[config.mk]
export PLATFORM = sky130hd
export DESIGN_NAME = mem_to_fifo
export DESIGN_NICKNAME = d
export VERILOG_FILES = /design/src/rtl/mem_to_fifo.sv
export SDC_FILE = /design/constraint.sdc
export NUM_CORES = 1
export LEC_CHECK = 0
export BUFFER_PORTS_ARGS = -buffer_cell sky130_fd_sc_hd__buf_4
export CORE_MARGIN = 2
export CORE_UTILIZATION = 50
export DETAILED_ROUTE_END_ITERATION = 10
export PLACE_DENSITY = 0.77
export SLEW_MARGIN = 10
export SYNTH_ARGS = -nofsm -noshare
export SYNTH_HDL_FRONTEND = slang
export SYNTH_SLANG_ARGS = --single-unit
[constraint.sdc]
create_clock -name clk -period 6 [get_ports clk]
set_clock_uncertainty 0.05 [all_clocks]
set_input_delay 0.9 -clock clk [delete_from_list [all_inputs] [get_ports clk]]
set_output_delay 0.9 -clock clk [all_outputs]
set_load 0.02 [all_outputs]
[src/rtl/mem_to_fifo.sv]
// mem_to_fifo
// Replays a stored packet capture. It reads FIFO words from QDR memory, starting
// at MEM_ADDR_LOW and ending at mem_ad_end, and repeats the pass replay_cnt
// times (0 = forever). Each returned word is pushed into the replay output FIFO.
// Memory return data cannot be back-pressured, so the block limits the number
// of words requested but not yet returned to MAX_OUTSTANDING.
//
// Ports
//   clk, rst            clock; asynchronous active-high reset
//   sw_rst              synchronous software reset (same effect as rst)
//   cal_done            memory calibration complete; issuing pauses while low
//   start               one-cycle pulse that begins a replay (IDLE only)
//   mem_ad_end          last word address of the stored capture
//   replay_cnt          number of passes, 0 = infinite
//   busy / done         state != IDLE / one-cycle completion pulse
//   mem_r_n, mem_ad_rd  registered read command (active low) and address
//   mem_rd_full         memory read-command queue full
//   mem_qrl/qrh/qr_valid return data halves and valid (one FIFO word per cycle)
//   fifo_wr_en/data     registered FIFO write, data = {mem_qrh, mem_qrl}
//   fifo_almost_full    FIFO has only MAX_OUTSTANDING free slots left
//   state_dbg           current FSM state (IDLE=0, READ=1, DRAIN=2, DONE=3)
//
// Optional: define MEM_TO_FIFO_STATS_EN to add rd_word_cnt (FIFO words written)
// and pass_done_cnt (completed passes). Both are saturating 32-bit counters,
// cleared by reset, sw_rst and an accepted start.
//
// Handshake: a command is one cycle with mem_r_n=0; it is only decided when
// mem_rd_full is low, so every command cycle is accepted by the memory.
// Return data is accepted on every mem_qr_valid cycle with no back-pressure.
module mem_to_fifo #(
    parameter int FIFO_DATA_WIDTH  = 72,
    parameter int MEM_ADDR_WIDTH   = 19,
    parameter int MEM_DATA_WIDTH   = 36,
    parameter int MEM_BURST_LENGTH = 2,
    parameter int MEM_ADDR_LOW     = 0,
    parameter int MEM_ADDR_HIGH    = MEM_ADDR_LOW + (2**MEM_ADDR_WIDTH / MEM_BURST_LENGTH),
    parameter int MAX_OUTSTANDING  = 16
) (
    input  logic                       clk,
    input  logic                       rst,
    input  logic                       sw_rst,
    input  logic                       cal_done,
    input  logic                       start,
    input  logic [MEM_ADDR_WIDTH:0]    mem_ad_end,
    input  logic [31:0]                replay_cnt,
    output logic                       busy,
    output logic                       done,
    output logic                       mem_r_n,
    input  logic                       mem_rd_full,
    output logic [MEM_ADDR_WIDTH-1:0]  mem_ad_rd,
    input  logic [MEM_DATA_WIDTH-1:0]  mem_qrl,
    input  logic [MEM_DATA_WIDTH-1:0]  mem_qrh,
    input  logic                       mem_qr_valid,
    output logic                       fifo_wr_en,
    output logic [FIFO_DATA_WIDTH-1:0] fifo_data,
    input  logic                       fifo_almost_full,
    output logic [1:0]                 state_dbg
`ifdef MEM_TO_FIFO_STATS_EN
    ,
    output logic [31:0]                rd_word_cnt,
    output logic [31:0]                pass_done_cnt
`endif
);

    // FIFO words returned by one read command
    localparam int HALF = MEM_BURST_LENGTH / 2;
    // wide enough to hold outstanding + HALF without overflow
    localparam int OW   = $clog2(MAX_OUTSTANDING + HALF + 1);
    localparam int AW   = MEM_ADDR_WIDTH;

    localparam logic [AW:0]   LOW_W  = (AW+1)'(MEM_ADDR_LOW);
    localparam logic [AW+1:0] HIGH_X = (AW+2)'(MEM_ADDR_HIGH);

    typedef enum logic [1:0] {IDLE = 2'd0, READ = 2'd1, DRAIN = 2'd2, DONE = 2'd3} state_t;

    state_t          state;
    logic [AW:0]     word_addr;
    logic [OW-1:0]   outstanding;
    logic [31:0]     pass_cnt;
    logic            issue_q;

    logic            can_issue;
    logic            ret_accept;
    logic            ret_dec;
    logic            end_of_pass;
    logic            last_pass;
    logic [AW+1:0]   last_word;
    logic [AW-1:0]   cmd_addr;
    logic [OW-1:0]   out_next;

    assign busy      = (state != IDLE);
    assign done      = (state == DONE);
    assign state_dbg = state;

    always_comb begin
        can_issue = (state == READ) && cal_done && !mem_rd_full && !fifo_almost_full
                    && ((outstanding + OW'(HALF)) <= OW'(MAX_OUTSTANDING));
        // BL4 commands occupy the bus for two cycles, so never issue back to back
        if (MEM_BURST_LENGTH == 4 && issue_q)
            can_issue = 1'b0;

        // Returns in IDLE belong to an aborted replay and are dropped
        ret_accept = mem_qr_valid && (state != IDLE);
        ret_dec    = ret_accept && (outstanding != '0);

        // Last FIFO word covered by the command at word_addr; ">=" also makes
        // an end address below MEM_ADDR_LOW behave as a single-burst capture
        last_word   = {1'b0, word_addr} + (AW+2)'(HALF - 1);
        end_of_pass = (last_word >= {1'b0, mem_ad_end}) || (last_word >= HIGH_X);
        last_pass   = (replay_cnt != 32'd0) && ((pass_cnt + 32'd1) == replay_cnt);

        cmd_addr = (MEM_BURST_LENGTH == 4) ? word_addr[AW:1] : word_addr[AW-1:0];

        out_next = outstanding;
        if (can_issue)
            out_next = out_next + OW'(HALF);
        if (ret_dec)
            out_next = out_next - OW'(1);
    end

    always_ff @(posedge clk or posedge rst) begin
        if (rst) begin
            state       <= IDLE;
            mem_r_n     <= 1'b1;
            mem_ad_rd   <= LOW_W[AW-1:0];
            fifo_wr_en  <= 1'b0;
            fifo_data   <= '0;
            word_addr   <= LOW_W;
            outstanding <= '0;
            pass_cnt    <= '0;
            issue_q     <= 1'b0;
        end else if (sw_rst) begin
            state       <= IDLE;
            mem_r_n     <= 1'b1;
            mem_ad_rd   <= LOW_W[AW-1:0];
            fifo_wr_en  <= 1'b0;
            fifo_data   <= '0;
            word_addr   <= LOW_W;
            outstanding <= '0;
            pass_cnt    <= '0;
            issue_q     <= 1'b0;
        end else begin
            mem_r_n     <= ~can_issue;
            issue_q     <= can_issue;
            outstanding <= out_next;
            if (can_issue)
                mem_ad_rd <= cmd_addr;

            fifo_wr_en <= ret_accept;
            if (ret_accept)
                fifo_data <= {mem_qrh, mem_qrl};

            case (state)
                IDLE: begin
                    if (start && cal_done) begin
                        state     <= READ;
                        word_addr <= LOW_W;
                        pass_cnt  <= '0;
                    end
                end
                READ: begin
                    if (can_issue) begin
                        if (end_of_pass) begin
                            pass_cnt  <= pass_cnt + 32'd1;
                            word_addr <= LOW_W;
                            if (last_pass)
                                state <= DRAIN;
                        end else begin
                            word_addr <= word_addr + (AW+1)'(HALF);
                        end
                    end
                end
                DRAIN: begin
                    // no commands here, so outstanding only falls
                    if (outstanding == '0)
                        state <= DONE;
                end
                DONE: state <= IDLE;
                default: state <= IDLE;
            endcase
        end
    end

`ifdef MEM_TO_FIFO_STATS_EN
    always_ff @(posedge clk or posedge rst) begin
        if (rst) begin
            rd_word_cnt   <= '0;
            pass_done_cnt <= '0;
        end else if (sw_rst || (state == IDLE && start && cal_done)) begin
            rd_word_cnt   <= '0;
            pass_done_cnt <= '0;
        end else begin
            if (ret_accept && rd_word_cnt != 32'hFFFF_FFFF)
                rd_word_cnt <= rd_word_cnt + 32'd1;
            if (can_issue && end_of_pass && pass_done_cnt != 32'hFFFF_FFFF)
                pass_done_cnt <= pass_done_cnt + 32'd1;
        end
    end
`endif

endmodule
==> results of run 1 <==
## area by class of cell
| type | instances | area (µm²) | share of cell area (%) |
|---|---|---|---|
| repair buffers | 236 | 1770 | 16.2 |
| flip-flops and latches | 152 | 3800 | 34.8 |
| inverters | 36 | 140 | 1.28 |
| well taps | 220 | 275 | 2.52 |
| clock buffers | 21 | 460 | 4.22 |
| clock inverters | 11 | 115 | 1.05 |
| multi-input cells | 618 | 4350 | 39.8 |
## power by group
group          internal, mW  total, mW  switching (mW)
logic                 0.331      0.857           0.527
registers              1.12       1.19          0.0718
clock network         0.601       1.06           0.455
## cell usage in the layout (no fill, tap or decap), types with 16 or more instances in the layout
cell type,count
buf_4,236
dfrtp_1,151
a22o_1,75
nor2_1,59
o31ai_1,56
nand2_1,46
nand3_1,39
inv_1,35
a21oi_1,33
ha_1,29
xnor2_1,27
xor2_1,25
nand4_1,22
o21ai_0,20
clkbuf_16,17
and3_1,16
## registers in the layout (all words and copies together), names as in the netlist
signal       cells
pass_cnt        32
fifo_wr_en       1
state_dbg        2
word_addr       20
mem_ad_rd       19
fifo_data       72
outstanding      5
mem_r_n          1
## synthesized netlist by cell type, types with 20 or more instances
library cell / number
nand4_1: 22
inv_1: 36
xor2_1: 25
xnor2_1: 27
ha_1: 29
nand3_1: 40
dfrtp_1: 151
nor2_1: 61
o31ai_1: 56
a22o_1: 75
nand2_1: 46
clkbuf_1: 48
o21ai_0: 20
a21oi_1: 35
## how the worst max path moves through the flow
stage / endpoint / slack (ns)
finish: word_addr[12]$_DFFE_PP0P_ / 1.51
global route: word_addr[14]$_DFFE_PP0P_ / 1.22
detailed placement: pass_cnt[15]$_DFFE_PP0P_ / 1.38
CTS: pass_cnt[15]$_DFFE_PP0P_ / 1.51
global placement: word_addr[12]$_DFFE_PP0P_ / 1.43
floorplan: fifo_data[0]$_DFFE_PP0P_ / 0.96
## metrics by stage
step,hold WS [ns],setup slack (ns)
floorplan,0.420,0.959
global placement,0.440,1.43
detailed placement,0.443,1.38
CTS,0.460,1.51
global route,0.471,1.22
finish,0.458,1.51
## per-layer routing
metal  vias up  global-route usage, %  share of wire (%)  wire [µm]
met5         -                      0                  0          0
met4         0                   10.1                2.4        603
li1       3640                      -                  -          -
met3        43                   4.08                5.2       1330
met2       302                   46.1                 50      12800
met1      3862                   38.6                 42      10700
## logic make-up after synthesis
logic type               synth area share [%]
AND/OR/NAND/NOR                          17.0
AO/OA/AOI/OAI                            22.1
flip-flops                               44.7
buffers and inverters                    4.61
XOR/XNOR                                 5.36
adder cells (fa/ha/maj)                  4.27
multiplexers                             1.90
==> reports/metrics.yaml, run 1 <==
synthesis:
  syn_avg_cell_area_um2: 9.80
  synth_top_area_cell: "dfrtp_1"
  netlist_instances: 868
  synth.distinct_cells: 69
  syn_area_um2: 8500
  yosysWarnings: 0
  synthesis.nets: 1029
  synth-edff-count: 0
  ys_seq_area_share_pct: 44.7
  synth.area.top_cells: "dfrtp_1 44%, a22o_1 7.7%, o31ai_1 4.9%"
  synthArstFlopShare_pct: 100
  ys_ff_latch: 152
  synthFlopType: "dfrtp_1"
  yosysTopAreaCellShare_pct: 44.4
critical_path:
  cp.required_ns: 6.24
  crit_start: "state_dbg[1]$_DFFE_PP0P_"
  worstPathMaxFanout: 49
  timing.rr.end: "word_addr[12]$_DFFE_PP0P_"
  cp.arrival_ns: 4.74
  r2r_cells: 13
  cp-start-kind: "flip-flop"
  rrSetupSlack_ns: 1.51
  crit_type: "reg -> reg"
  cp_num_buf_inv: 3
  crit_cells: 13
  endpoint_kind: "flip-flop"
  slowest_stage: "nor4bb_1"
  reg2reg_from: "state_dbg[1]$_DFFE_PP0P_"
  crit_chain: "inv_1 > ha_1 > nor4bb_1 > o31a_1 > nand2_1 > buf_4 > a21oi_1 > nor2_4 > buf_4 > nor4bb_1 > nand3_1 > xor2_1 > nor2_1"
  path_delay_family: "simple AND/OR/NAND/NOR gates"
  critPathMaxStageDelay_ns: 0.92
finish:
  final_cells: 1294
  diodes: 0
  nNetsFinal: 1222
  layout-drive-gt1-share_pct: 27.1
  num-fill-cells: 1384
  syn2layout_area_growth_pct: 28.4
  postLayoutCoreUtil_pct: 65.8
  postLayoutCellArea_um2: 10900
worst_hold_path:
  hold_start: "fifo_data[25]$_DFFE_PP0P_"
  min_delay_path_depth: 1
  min_to: "fifo_data[25]$_DFFE_PP0P_"
  min_path_type: "reg -> reg"
routing:
  drtPass1Iterations: 5
  drt_iter0_drc: 650
  vias_per_cell: 6.06
  dr_total_vias: 7847
  ant_nets: 0
  wl_per_cell_um: 19.7
  wl_um: 25500
  drc: 0
floorplan:
  fp.dieH_um: 134
  io_pins: 229
  fp-row-count: 47
  die_x_um: 134
  start_util_pct: 51.3
  core-area_um2: 16600
  die_area_um2: 18100
placement:
  portBuffers: 228
  dp_hpwl_um: 18300
  dp.cells: 1262
  post_dp_cell_area_um2: 10300
  gp_congestion: 0.896
cts:
  clock_path_buffers: 2
  root_buffer: "clkbuf_16"
  cts.sinks: 152
  clock_latency_ns: 0.44
  cts_tree: "done"
  htree_levels: 4
  postCtsSetupRepairBufs: 0
  path_clk_slew_ns: 0.07
  cts-resized-gates: 0
  cts_made_buffers: 17
  cts_hold_buf: 0
power:
  leakagePower_nw: 5.38
  finalPower_mw: 3.10
  power_density_nw_per_um2: 284
  ir_drop_mv: 0.221
sta:
  hold_violations: 0
  finalMaxSlewViolations: 0
  fmax_ghz: 0.222
  min_period_ns: 4.49
  worstMarginPinSlew_ns: 1.21
  finalCritPeriodShare_pct: 74.9
  rsz0062_at_grt: "false"
  slew_headroom_pct: 19.6
  setup_violations: 0
  finalSetupTns_ns: 0
global_route:
  grt_start_max_net_pins: 110
  grt_overflow: 0
  grt_pass1_vias: 7573
  grt_pass1_wl_um: 40200
  antenna_found_initial: 0
  grt_use_total_pct: 28.3
job:
  drv_cap: 0
outcome:
  status: "complete, no violations"
Power figures use the tool's default switching activity.
==> inputs of run 2 (changes only) <==
--- a/config.mk
+++ b/config.mk
@@ -5,11 +5,12 @@
 export SDC_FILE = /design/constraint.sdc
 export NUM_CORES = 1
 export LEC_CHECK = 0
+export ABC_AREA = 1
 export BUFFER_PORTS_ARGS = -buffer_cell sky130_fd_sc_hd__buf_4
 export CORE_MARGIN = 2
 export CORE_UTILIZATION = 50
 export DETAILED_ROUTE_END_ITERATION = 10
-export PLACE_DENSITY = 0.77
+export PLACE_DENSITY = 0.76
 export SLEW_MARGIN = 10
 export SYNTH_ARGS = -nofsm -noshare
 export SYNTH_HDL_FRONTEND = slang
==> constraint.sdc (replaced) <==
create_clock -name clk -period 4.59 [get_ports clk]
set_clock_uncertainty 0.05 [all_clocks]
set_input_delay 0.6885 -clock clk [delete_from_list [all_inputs] [get_ports clk]]
set_output_delay 0.6885 -clock clk [all_outputs]
set_load 0.02 [all_outputs]
==> run 2 against run 1 <==
- non-clock buffer count up 1
- routed wire length down 4.5%
- register-to-register slack got worse by 0.66 ns
- setup slack worse by 0.66 ns
- synthesized cell count grew 41%
- critical endpoint is now pass_cnt[0]$_DFFE_PP0P_
- highest routed layer unchanged
==> reports/metrics.yaml, run 2 <==
power:
  clkPwrFrac_pct: 33.6  # was 34.1%
  seqPwrFrac_pct: 37.9  # was 38.3%
  leakagePower_nw: 5.93  # was 5.38 nW
  pwr-share-comb_pct: 28.5  # was 27.7%
  ir_drop_mv: 0.286  # was 0.221 mV
  internal-power_mw: 2.65  # was 2.05 mW
  power_density_nw_per_um2: 372  # was 284 nW/µm²
  p_sw_share_pct: 36.5  # was 34.0%
  switchingPower_mw: 1.52  # was 1.05 mW
placement:
  dp_hpwl_um: 17800  # was 18,300 µm
  dp.cells: 1641  # was 1,262
  pre_cts_ws_ns: 0.862  # was 1.38 ns
  portBuffers: 228  # unchanged
  post_dp_cell_area_um2: 10600  # was 10,300 µm²
  gp_congestion: 0.959  # was 0.896
synthesis:
  syn_avg_cell_area_um2: 7.15  # was 9.80 µm²
  yosysWarnings: 0  # unchanged
  synthesis.nets: 1381  # was 1,029
  synthTopCellsByCount: "424 x nand2_1, 179 x nand3_1, 151 x dfrtp_1, 130 x inv_1, 102 x nor2_1"  # was 151 x dfrtp_1, 75 x a22o_1, 61 x nor2_1, 56 x o31ai_1, 48 x clkbuf_1
  synth.area.mux_share_pct: 0  # was 1.90%
  synth_compound_area_share_pct: 5.26  # was 22.1%
  synth_top_area_cell: "dfrtp_1"  # unchanged
  netlist_instances: 1220  # was 868
  yosysTopAreaCellShare_pct: 43.3  # was 44.4%
  yosysMostFrequentCell: "nand2_1"  # was dfrtp_1
  synth_fa_ha_area_share_pct: 4.16  # was 4.27%
  synth_top_family_by_area: "simple AND/OR/NAND/NOR gates"  # was compound AO/OA/AOI/OAI gates
  ys_seq_area_share_pct: 43.6  # was 44.7%
  synth.area.top_cells: "dfrtp_1 43%, nand2_1 18%, nand3_1 10%"  # was dfrtp_1 44%, a22o_1 7.7%, o31ai_1 4.9%
  synth.distinct_cells: 38  # was 69
  syn_area_um2: 8730  # was 8500 µm²
  ys_ff_latch: 152  # unchanged
  synthFlopType: "dfrtp_1"  # unchanged
  synth-simple-area-share_pct: 36.9  # was 17.0%
  synthArstFlopShare_pct: 100  # unchanged
  synth-edff-count: 0  # unchanged
  synth_xor_area_share_pct: 2.06  # was 5.36%
sta:
  timing.final.ws_setup_ns: 0.841  # was 1.51 ns
  finalMaxSlewViolations: 0  # unchanged
  worstMarginPinSlew_ns: 0.803  # was 1.21 ns
  hold_violations: 0  # unchanged
  setup_violations: 0  # unchanged
  min_period_ns: 3.75  # was 4.49 ns
  finalCritPeriodShare_pct: 81.7  # was 74.9%
  slew_headroom_pct: 46.4  # was 19.6%
  finalSetupTns_ns: 0  # unchanged
  fmax_ghz: 0.267  # was 0.222 GHz
  rsz0062_at_grt: "false"  # unchanged
cts:
  cts_tree: "done"  # unchanged
  htree_levels: 4  # unchanged
  cts_made_buffers: 17  # unchanged
  root_buffer: "clkbuf_16"  # unchanged
  clock_latency_ns: 0.43  # was 0.44 ns
  cts_hold_buf: 0  # unchanged
  cts.sinks: 152  # unchanged
  clock_path_buffers: 2  # unchanged
  cts-resized-gates: 0  # unchanged
  postCtsSetupRepairBufs: 0  # unchanged
  path_clk_slew_ns: 0.07  # about the same
global_route:
  grt_pass1_vias: 8196  # was 7,573
  grt_overflow: 0  # unchanged
  antenna_found_initial: 0  # unchanged
  grt_use_total_pct: 26.9  # was 28.3%
  grt_start_max_net_pins: 77  # was 110
  grt_pass1_wl_um: 39500  # was 40,200 µm
finish:
  largest_reg_flops: 72  # unchanged
  reg.largest.list: "fifo_data (72), pass_cnt (32), word_addr (20)"  # unchanged
  postLayoutCellArea_um2: 11200  # was 10,900 µm²
  mostFrequentLayoutCells: "423 x nand2_1, 236 x buf_4, 179 x nand3_1"  # was 236 x buf_4, 151 x dfrtp_1, 75 x a22o_1
  final_cells: 1673  # was 1,294
  layout-drive-gt1-share_pct: 20.4  # was 27.1%
  largest_register: "fifo_data"  # unchanged
  diodes: 0  # unchanged
  syn2layout_area_growth_pct: 28.5  # was 28.4%
  nNetsFinal: 1596  # was 1,222
  final_common_cell: "nand2_1"  # was buf_4
routing:
  drc: 0  # unchanged
  dr_total_vias: 8626  # was 7,847
  drtPass1Iterations: 5  # unchanged
  met1Wirelength_um: 10300  # was 10,700 µm
  met3_length_um: 2140  # was 1330 µm
  vias_per_cell: 5.16  # was 6.06
  wl_per_cell_um: 14.5  # was 19.7 µm
  wl_um: 24300  # was 25,500 µm
  ant_nets: 0  # unchanged
  routed.top_layer: "met4"  # unchanged
  dr_wl_met2_um: 11600  # was 12,800 µm
  drt_iter0_drc: 675  # was 650
floorplan:
  die_x_um: 136  # was 134 µm
  fp-row-count: 48  # was 47
  core-area_um2: 17200  # was 16,600 µm²
  die_area_um2: 18500  # was 18,100 µm²
  io_pins: 229  # unchanged
  start_util_pct: 50.8  # was 51.3%
  fp.dieH_um: 136  # was 134 µm
critical_path:
  rrSetupSlack_ns: 0.84  # was 1.51 ns
  slowest_stage: "inv_4"  # was nor4bb_1
  endpoint_kind: "flip-flop"  # unchanged
  cp.required_ns: 4.88  # was 6.24 ns
  cp_num_buf_inv: 5  # was 3
  reg2reg_from: "state_dbg[1]$_DFFE_PP0P_"  # unchanged
  cp-start-kind: "flip-flop"  # unchanged
  timing.rr.end: "pass_cnt[0]$_DFFE_PP0P_"  # was word_addr[12]$_DFFE_PP0P_
  crit_chain: "inv_1 > ha_1 > nand2_1 > nor3_2 > nand3_1 > o21ai_2 > buf_4 > nor2_1 > buf_4 > nand2_1 > nand2_2 > inv_2 > nand2_1 > inv_4 > nand3_1 > o21ai_0"  # was inv_1 > ha_1 > nor4bb_1 > o31a_1 > nand2_1 > buf_4 > a21oi_1 > nor2_4 > buf_4 > nor4bb_1 > nand3_1 > xor2_1 > nor2_1
  cp_common_cell: "nand2_1"
  crit_start: "state_dbg[1]$_DFFE_PP0P_"  # unchanged
  cp-endpoint: "pass_cnt[0]$_DFFE_PP0P_"  # was word_addr[12]$_DFFE_PP0P_
  path_delay_family: "buffers and inverters"  # was simple AND/OR/NAND/NOR gates
  critPathMaxStageDelay_ns: 0.64  # was 0.92 ns
  crit_type: "reg -> reg"  # unchanged
  worstPathMaxFanout: 61  # was 49
  r2r_cells: 16  # was 13
  crit_cells: 16  # was 13
  cp.arrival_ns: 4.04  # was 4.74 ns
outcome:
  status: "complete, no violations"  # unchanged
job:
  drv_cap: 0  # unchanged
worst_hold_path:
  min_path_type: "in -> async"  # was reg -> reg
run 2: worst min-delay path by stage:
stage | endpoint | cells after the start
floorplan | pass_cnt[31]$_DFFE_PP0P_ | 2
global placement | mem_ad_rd[11]$_DFFE_PP0P_ | 2
detailed placement | mem_ad_rd[11]$_DFFE_PP0P_ | 2
CTS | fifo_data[42]$_DFFE_PP0P_ | 2
global route | fifo_data[57]$_DFFE_PP0P_ | 3
finish | fifo_data[42]$_DFFE_PP0P_ | 2
run 2: power groups by stage:
stage	Sequential [mW]	Combinational (mW)	Clock, mW
after floorplan	1.72	0.638	0
after global placement	1.59	1.18	0
after detailed placement	1.60	1.20	0
after CTS	1.58	1.20	1.42
after global routing	1.60	1.32	1.48
final	1.58	1.19	1.40
run 2: logic make-up after synthesis:
| logic type | count (synthesis) |
|---|---|
| AND/OR/NAND/NOR | 757 |
| AO/OA/AOI/OAI | 89 |
| buffers and inverters | 174 |
| flip-flops | 152 |
| XOR/XNOR | 19 |
| adder cells (fa/ha/maj) | 29 |
run 2: through the flow:
stage	util, %	hold WS (ns)	power, mW
floorplan	-	0.425	2.36
global placement	61.8	0.411	2.77
detailed placement	61.8	0.414	2.79
CTS	65.3	0.360	4.20
global route	65.3	0.386	4.40
finish	65.3	0.337	4.17
run 2: routing by layer:
metal / global-route usage [%] / vias up
li1: - / 4309
met1: 35.5 / 3958
met2: 43.9 / 331
met3: 7.12 / 28
met4: 7.81 / 0
met5: 0 / -
run 2: final cells by class:
cell class	instances	area, µm²
tap	225	282
sequential	152	3800
inverter	133	505
fill	1518	5960
clock buffer	17	425
multi-input combinational	894	4240
clock inverter	15	166
timing repair buffer	237	1790
